<file path="src/rtl/voice_allocator_pkg.sv">
`default_nettype none
// ============================================================================
//  Module   : voice_allocator_pkg
//  Purpose  : Shared definitions for the polyphonic voice allocator: note
//             width, note type and the allocator FSM state encodings (also
//             used by the audio register block when it reports status).
//  Revision : 1.0 - initial release
// ============================================================================
package voice_allocator_pkg;

  localparam int NOTE_W = 7;

  typedef logic [NOTE_W-1:0] note_t;

  // Allocator FSM state encodings
  localparam logic [1:0] ST_IDLE  = 2'd0;
  localparam logic [1:0] ST_SCAN  = 2'd1;
  localparam logic [1:0] ST_APPLY = 2'd2;
  localparam logic [1:0] ST_GAP   = 2'd3;

endpackage
`default_nettype wire

</file>
<file path="src/rtl/voice_allocator_if.sv">
`default_nettype none
// ============================================================================
//  Interface : voice_allocator_if
//  Purpose   : Note event valid/ready channel from the CPU register block to
//              the voice allocator.
//  Signals   : ev_valid (event present), ev_ready (allocator can accept),
//              ev_on (1 = note-on, 0 = note-off), ev_note (MIDI note number)
//  Modports  : master = event source, slave = allocator
//  Revision  : 1.0 - initial release
// ============================================================================
interface voice_allocator_if;
  import voice_allocator_pkg::*;

  logic  ev_valid;
  logic  ev_ready;
  logic  ev_on;
  note_t ev_note;

  modport master (output ev_valid, output ev_on, output ev_note, input ev_ready);
  modport slave  (input ev_valid, input ev_on, input ev_note, output ev_ready);

endinterface
`default_nettype wire

</file>
<file path="src/rtl/voice_allocator_age_regs.sv">
`default_nettype none
// ============================================================================
//  Module   : voice_age_regs
//  Purpose  : NVOICES saturating age counters. On i_bump the selected voice
//             is cleared and every other voice increments (saturating).
//  Ports    : clk, rst (sync, active-high)
//             i_bump  - update strobe
//             i_sel   - index of the voice whose age is cleared
//             o_ages  - packed ages, voice i at [AGEW*i +: AGEW]
//  Revision : 1.0 - initial release
// ============================================================================
module voice_age_regs #(
  parameter int NVOICES = 4,
  parameter int AGEW    = 8,
  parameter int IW      = 2
) (
  input  wire logic                    clk,
  input  wire logic                    rst,
  input  wire logic                    i_bump,
  input  wire logic [IW-1:0]           i_sel,
  output logic      [NVOICES*AGEW-1:0] o_ages
);

  localparam logic [AGEW-1:0] c_age_max = '1;

  for (genvar gi = 0; gi < NVOICES; gi++) begin : g_age
    localparam logic [IW-1:0] c_my_idx = IW'(gi);
    logic [AGEW-1:0] r_age;

    always_ff @(posedge clk) begin
      if (rst) begin
        r_age <= '0;
      end else if (i_bump) begin
        if (i_sel == c_my_idx) begin
          r_age <= '0;
        end else if (r_age != c_age_max) begin
          r_age <= r_age + AGEW'(1);
        end
      end
    end

    assign o_ages[gi*AGEW +: AGEW] = r_age;
  end

endmodule
`default_nettype wire

</file>
<file path="src/rtl/voice_allocator.sv">
`default_nettype none
// ============================================================================
//  Module   : voice_allocator
//  Purpose  : Polyphonic voice allocator. Accepts note-on/off events, scans
//             the voices one per cycle, then gates an idle voice, retriggers
//             a voice already on the same note, or steals the oldest voice.
//             Retrigger/steal holds the gate low for GAP_CYCLES first.
//  Ports    : clk, rst (sync, active-high)
//             ev          - event channel (slave modport)
//             all_off     - panic: release all voices, abort pending event
//             voice_note  - note of voice i at [7*i+6:7*i]
//             voice_gate  - gate of voice i
//             steal_pulse - one-cycle pulse when a sounding voice is stolen
//  Revision : 1.0 - initial release
// ============================================================================
module voice_allocator
  import voice_allocator_pkg::*;
#(
  parameter int NVOICES    = 4,
  parameter int AGEW       = 8,
  parameter int GAP_CYCLES = 64
) (
  input  wire logic                      clk,
  input  wire logic                      rst,
  voice_allocator_if.slave               ev,
  input  wire logic                      all_off,
  output logic [NVOICES*NOTE_W-1:0]      voice_note,
  output logic [NVOICES-1:0]             voice_gate,
  output logic                           steal_pulse
);

  localparam int IW = (NVOICES > 1) ? $clog2(NVOICES) : 1;
  localparam int GW = (GAP_CYCLES > 1) ? $clog2(GAP_CYCLES) : 1;
  localparam logic [IW-1:0] c_last_idx = IW'(NVOICES - 1);
  localparam logic [GW-1:0] c_gap_load = GW'(GAP_CYCLES - 1);

  logic [1:0]                  r_state;
  logic                        r_ev_on;
  note_t                       r_ev_note;
  logic [IW-1:0]               r_idx;

  // Scan candidates
  logic                        r_same_vld;
  logic [IW-1:0]               r_same_idx;
  logic                        r_free_vld;
  logic [IW-1:0]               r_free_idx;
  logic [AGEW-1:0]             r_free_age;
  logic                        r_old_vld;
  logic [IW-1:0]               r_old_idx;
  logic [AGEW-1:0]             r_old_age;

  logic [IW-1:0]               r_tgt_idx;
  logic [GW-1:0]               r_gap_cnt;
  logic [NVOICES*NOTE_W-1:0]   r_vnote;
  logic [NVOICES-1:0]          r_vgate;
  logic                        r_steal;

  logic [NVOICES*AGEW-1:0]     w_ages;
  logic [AGEW-1:0]             w_cur_age;
  logic                        w_cur_gate;
  logic                        w_cur_match;
  logic [IW-1:0]               w_tgt_idx;
  logic                        w_tgt_gated;
  logic                        w_tgt_stolen;
  logic                        w_age_bump;

  // all_off blocks acceptance in the same cycle it is asserted
  assign ev.ev_ready = (r_state == ST_IDLE) && !all_off;

  always_comb begin
    w_cur_age   = w_ages[r_idx*AGEW +: AGEW];
    w_cur_gate  = r_vgate[r_idx];
    w_cur_match = (r_vnote[r_idx*NOTE_W +: NOTE_W] == r_ev_note);

    if (r_same_vld) begin
      w_tgt_idx = r_same_idx;
    end else if (r_free_vld) begin
      w_tgt_idx = r_free_idx;
    end else begin
      w_tgt_idx = r_old_idx;
    end

    w_tgt_gated  = r_vgate[w_tgt_idx];
    // Only the oldest-voice path counts as a steal, and only if the note moves
    w_tgt_stolen = !r_same_vld && !r_free_vld &&
                   (r_vnote[w_tgt_idx*NOTE_W +: NOTE_W] != r_ev_note);
    w_age_bump   = (r_state == ST_APPLY) && r_ev_on && !all_off && !rst;
  end

  voice_age_regs #(
    .NVOICES (NVOICES),
    .AGEW    (AGEW),
    .IW      (IW)
  ) u_ages (
    .clk    (clk),
    .rst    (rst),
    .i_bump (w_age_bump),
    .i_sel  (w_tgt_idx),
    .o_ages (w_ages)
  );

  always_ff @(posedge clk) begin
    if (rst) begin
      r_state    <= ST_IDLE;
      r_ev_on    <= 1'b0;
      r_ev_note  <= '0;
      r_idx      <= '0;
      r_same_vld <= 1'b0;
      r_same_idx <= '0;
      r_free_vld <= 1'b0;
      r_free_idx <= '0;
      r_free_age <= '0;
      r_old_vld  <= 1'b0;
      r_old_idx  <= '0;
      r_old_age  <= '0;
      r_tgt_idx  <= '0;
      r_gap_cnt  <= '0;
      r_vnote    <= '0;
      r_vgate    <= '0;
      r_steal    <= 1'b0;
    end else if (all_off) begin
      // Notes and ages are kept so a later note-on still sees voice history
      r_vgate <= '0;
      r_state <= ST_IDLE;
      r_steal <= 1'b0;
    end else begin
      r_steal <= 1'b0;
      case (r_state)
        ST_IDLE: begin
          if (ev.ev_valid) begin
            r_ev_on    <= ev.ev_on;
            r_ev_note  <= ev.ev_note;
            r_idx      <= '0;
            r_same_vld <= 1'b0;
            r_free_vld <= 1'b0;
            r_old_vld  <= 1'b0;
            r_state    <= ST_SCAN;
          end
        end

        ST_SCAN: begin
          if (r_ev_on) begin
            if (w_cur_gate && w_cur_match && !r_same_vld) begin
              r_same_vld <= 1'b1;
              r_same_idx <= r_idx;
            end
            // Strict '>' keeps the lowest index on an age tie
            if (!w_cur_gate && (!r_free_vld || (w_cur_age > r_free_age))) begin
              r_free_vld <= 1'b1;
              r_free_idx <= r_idx;
              r_free_age <= w_cur_age;
            end
            if (w_cur_gate && (!r_old_vld || (w_cur_age > r_old_age))) begin
              r_old_vld <= 1'b1;
              r_old_idx <= r_idx;
              r_old_age <= w_cur_age;
            end
          end else if (w_cur_gate && w_cur_match) begin
            r_vgate[r_idx] <= 1'b0;
          end

          if (r_idx == c_last_idx) begin
            r_state <= ST_APPLY;
          end else begin
            r_idx <= r_idx + IW'(1);
          end
        end

        ST_APPLY: begin
          if (r_ev_on) begin
            r_vnote[w_tgt_idx*NOTE_W +: NOTE_W] <= r_ev_note;
            r_tgt_idx <= w_tgt_idx;
            if (w_tgt_gated) begin
              // Drop the gate so the envelope sees a fresh attack after the gap
              r_vgate[w_tgt_idx] <= 1'b0;
              r_gap_cnt          <= c_gap_load;
              r_steal            <= w_tgt_stolen;
              r_state            <= ST_GAP;
            end else begin
              r_vgate[w_tgt_idx] <= 1'b1;
              r_state            <= ST_IDLE;
            end
          end else begin
            r_state <= ST_IDLE;
          end
        end

        ST_GAP: begin
          if (r_gap_cnt == '0) begin
            r_vgate[r_tgt_idx] <= 1'b1;
            r_state            <= ST_IDLE;
          end else begin
            r_gap_cnt <= r_gap_cnt - GW'(1);
          end
        end

        default: begin
          r_state <= ST_IDLE;
        end
      endcase
    end
  end

  assign voice_note  = r_vnote;
  assign voice_gate  = r_vgate;
  assign steal_pulse = r_steal;

endmodule
`default_nettype wire
</file>
<file path="src/flat_wrapper.sv">
// flat-port wrapper written by rule: the top's interface ports become plain ports
module voice_allocator_flat import voice_allocator_pkg::*;
#(
  parameter int NVOICES    = 4,
  parameter int AGEW       = 8,
  parameter int GAP_CYCLES = 64
)
  (clk, rst, all_off, voice_note, voice_gate, steal_pulse, ev_ev_valid, ev_ev_on, ev_ev_note, ev_ev_ready);
  voice_allocator_if ev_i ();
  input  wire logic clk;
  input  wire logic rst;
  input  wire logic all_off;
  output logic [NVOICES*NOTE_W-1:0] voice_note;
  output logic [NVOICES-1:0] voice_gate;
  output logic steal_pulse;
  input wire logic [$bits(ev_i.ev_valid)-1:0] ev_ev_valid;
  input wire logic [$bits(ev_i.ev_on)-1:0] ev_ev_on;
  input wire logic [$bits(ev_i.ev_note)-1:0] ev_ev_note;
  output wire logic [$bits(ev_i.ev_ready)-1:0] ev_ev_ready;
  assign ev_i.ev_valid = ev_ev_valid;
  assign ev_i.ev_on = ev_ev_on;
  assign ev_i.ev_note = ev_ev_note;
  assign ev_ev_ready = ev_i.ev_ready;
  voice_allocator #(.NVOICES(NVOICES), .AGEW(AGEW), .GAP_CYCLES(GAP_CYCLES)) u_core (.clk(clk), .rst(rst), .ev(ev_i), .all_off(all_off), .voice_note(voice_note), .voice_gate(voice_gate), .steal_pulse(steal_pulse));
endmodule
</file>
<file path="config.mk">
export PLATFORM = sky130hd
export DESIGN_NAME = voice_allocator_flat
export DESIGN_NICKNAME = d
export VERILOG_FILES = /design/src/rtl/voice_allocator_pkg.sv /design/src/rtl/voice_allocator_if.sv /design/src/rtl/voice_allocator_age_regs.sv /design/src/rtl/voice_allocator.sv /design/src/flat_wrapper.sv
export SDC_FILE = /design/constraint.sdc
export NUM_CORES = 1
export LEC_CHECK = 0
export ABC_AREA = 1
export ABC_CLOCK_PERIOD_IN_PS = 3650
export CAP_MARGIN = 20
export CORE_ASPECT_RATIO = 0.5
export CORE_MARGIN = 8
export CORE_UTILIZATION = 55
export DETAILED_ROUTE_END_ITERATION = 10
export PLACE_DENSITY = 0.76
export SYNTH_ARGS = -nofsm -noshare
export SYNTH_HDL_FRONTEND = slang
export SYNTH_SLANG_ARGS = --single-unit
</file>
<file path="constraint.sdc">
create_clock -name clk -period 3.65 [get_ports clk]
set_input_delay 0.73 -clock clk [delete_from_list [all_inputs] [get_ports clk]]
set_output_delay 0.73 -clock clk [all_outputs]
set_load 0.05 [all_outputs]
</file>
==> impl_metrics.env <==
export IMPL_dp_hpwl_um=12800
export IMPL_setup_tns_ps=0
export IMPL_crit_start="all_off"
export IMPL_leakage_uw=0.00313
export IMPL_hold_start="u_core.r_gap_cnt[0]$_SDFFE_PP0P_"
export IMPL_ctsLongestPathBuffers=2
export IMPL_layout_min_cycle_time_ps=3100
export IMPL_switchingPower_uw=589
export IMPL_path_clk_slew_ps=70
export IMPL_drive_above_1_share_pct=5.69
export IMPL_crit_required_ps=2920
export IMPL_drc_errors=0
export IMPL_cts_tree="yes"
export IMPL_num_rows=28
export IMPL_wl_met1_um=8030
export IMPL_finalMaxSlewViolations=0
export IMPL_clk_latency_ps=350
export IMPL_area_growth_pct=14.0
export IMPL_met3WireLength_um=1260
export IMPL_grt_max_degree=41
export IMPL_synth_area_sq_um=6520
export IMPL_netlist_cell_type_count=36
export IMPL_cp_common_cell="clkdlybuf4s50_1"
export IMPL_synth_cells=995
export IMPL_synth_area_per_cell_sq_um=6.56
export IMPL_wl_met2_um=8320
export IMPL_synth_seq_cells=110
export IMPL_drv_cap=0
export IMPL_hold_class="reg2reg"
export IMPL_cts_setup_buffers=0
export IMPL_worst_clock_skew_ps=9.64
export IMPL_portBuffers=45
export IMPL_postRouteAntennaNets=0
export IMPL_crit_type="in2out"
export IMPL_critPathLaunchType="input pin"
export IMPL_design_core_area_sq_um=11700
export IMPL_crit_fanout=3
export IMPL_wl_per_cell_um=15.0
export IMPL_critPathSlowestCell="clkdlybuf4s50_1"
export IMPL_path_cells="clkdlybuf4s50_1, inv_1, nand2_1, nor2_1, clkdlybuf4s50_1"
export IMPL_worst_pin_slew_ps=882
export IMPL_r2r_start="u_core.r_idx[1]$_SDFFE_PP0P_"
export IMPL_wl_um=18000
export IMPL_outcome="complete, no violations"
export IMPL_avgViaCountPerCell=5.54
export IMPL_gr_total_overflow=0
export IMPL_die_area_sq_um=15800
export IMPL_top_layer="met4"
export IMPL_yosysSeqAreaShare_pct=33.8
export IMPL_synth_top_area_cell="dfxtp_1"
export IMPL_htreeDepth=3
export IMPL_grt_pass1_wl_um=30200
export IMPL_mostFrequentLayoutCell="nand2_1"
export IMPL_crit_family="buffers and inverters"
export IMPL_max_freq_ghz=0.323
export IMPL_ios=46
export IMPL_yosysTopAreaCellShare_pct=33.8
export IMPL_endpoint_kind="primary output"
export IMPL_n_fill_cell=1124
export IMPL_power_density_nw_per_um2=339
export IMPL_dieHeight_um=93.0
export IMPL_setup_violations_final=0
export IMPL_hold_violations=0
export IMPL_seqPwrFrac_pct=48.7
export IMPL_cts_hold_buffers_added=0
export IMPL_cts_resized=0
export IMPL_die_w_um=170
export IMPL_crit_buf_inv=3
export IMPL_initial_core_util_pct=55.8
export IMPL_numCtsBuffers=9
export IMPL_ys_warn_count=0
export IMPL_grtUsageTotal_pct=23.2
export IMPL_vias=6658
export IMPL_routabilityCongestion=0.911
export IMPL_rsz0062_at_grt="false"
export IMPL_antenna_cells=0
export IMPL_final_cell_mix="nand2_1, nor2_1, dfxtp_1"
export IMPL_critPathArrivalTime_ps=2370
export IMPL_synth_area_leaders="dfxtp_1, nand2_1, a21oi_1"
export IMPL_firstDrtPassIters=6
export IMPL_placed_cells=1186
export IMPL_antenna_found_initial=0
export IMPL_swShare_pct=23.4
export IMPL_synth_nets=1041
export IMPL_max_slew_margin_pct=41.0
export IMPL_power_frac_clock_pct=43.7
export IMPL_internal_power_uw=1930
export IMPL_min_period_over_period_pct=84.9
export IMPL_final_cells=1202
export IMPL_max_stage_delay_ps=820
export IMPL_clockRootBuffer="clkbuf_16"
export IMPL_grt_pass1_vias=6361
export IMPL_p_comb_share_pct=7.6
export IMPL_clkSinkCount=110
export IMPL_irDropWorstVdd_v=0.000253
export IMPL_dr_first_iter_drc_count=598
export IMPL_final_nets=1078
==> sequential cells by signal, indices dropped and copies added (netlist names), 2 cells and up <==
register                   cells
u_core.u_ages.g_age.r_age     32
u_core.r_free_idx              2
u_core.r_same_idx              2
u_core.r_ev_note               7
u_core.r_tgt_idx               2
u_core.r_idx                   2
u_core.r_old_age               8
u_core.voice_gate              4
u_core.r_old_idx               2
u_core.voice_note             28
u_core.r_free_age              8
u_core.r_state                 2
u_core.r_gap_cnt               6
==> cells by family (layout without fill, tap and decap cells) <==
| logic type | after synthesis | after routing | share of synthesized area, % |
|---|---|---|---|
| compound gates | 205 | 205 | 17.1 |
| flops | 110 | 110 | 33.8 |
| simple gates | 501 | 501 | 33.0 |
| buf+inv | 139 | 181 | 8.80 |
| fa+ha+maj | 34 | 34 | 6.52 |
| xor+xnor | 6 | 6 | 0.806 |
==> layout make-up <==
cell class                 count  area (sq um)  area share, %
multi-input combinational    746          3750           50.4
timing repair buffer          54           531           7.13
sequential                   110          2200           29.6
clock buffer                  13           270           3.63
tap                          165           206           2.78
clock inverter                 3          65.1          0.875
inverter                     111           417           5.60
==> per-layer routing <==
layer	global-route usage, %	vias up
met2	39.5	246
met4	7.98	0
met3	4.75	35
li1	-	3357
met1	29.0	3020
met5	0	-
==> worst paths after layout <==
check	end	slack (ps)	cells after the start
setup reg to reg	u_core.r_old_age[0]$_SDFFE_PP0P_	620	12
hold / removal	u_core.r_gap_cnt[0]$_SDFFE_PP0P_	470	2
setup / recovery	ev_ev_ready	550	5
hold reg to reg	u_core.r_gap_cnt[0]$_SDFFE_PP0P_	470	2
==> per-stage QoR <==
stage	total power [uW]	area, sq um	utilization, %	setup slack (ps)	hold WS, ps
after floorplan	1380	6520	-	1000	426
after detailed placement	1440	7100	60.7	539	455
after CTS	2530	7440	63.6	538	467
after global routing	2600	7440	63.6	269	485
after global placement	1440	7100	60.7	563	454
final	2520	7440	63.6	551	467
==> Yosys cell counts, drive strengths merged <==
cell    count
buf        20
a22oi      15
o22ai       2
nand2     253
nand4      16
clkbuf      8
nor2      129
dfxtp     110
or2         1
nand3b      2
o211ai      1
a32oi       1
a211oi      5
nor3       10
o21bai      4
xor2        6
nand3      87
inv       111
a21oi      97
o21ai      77
nor3b       3
a31oi       3
ha         34
==> power groups by stage <==
stage / Clock (uW) / Combinational, uW / Sequential (uW)
6_report: 1100 / 190 / 1230
3_3_place_gp: 0 / 185 / 1250
5_1_grt: 1150 / 214 / 1230
3_5_place_dp: 0 / 188 / 1250
4_1_cts: 1110 / 188 / 1230
2_1_floorplan: 0 / 126 / 1250
==> worst register-to-register path: stages (launching register included) <==
cell	delay (ps)
dfxtp_1	320
inv_2	350
o21ai_0	190
o22ai_1	400
ha_1	330
nand2_1	80
nor2_1	60
nand3_1	60
nor2_1	40
o21ai_0	410
nand3_2	390
nand2_1	170
a21oi_1	90
Note: power is estimated with default switching activity, not from simulation.
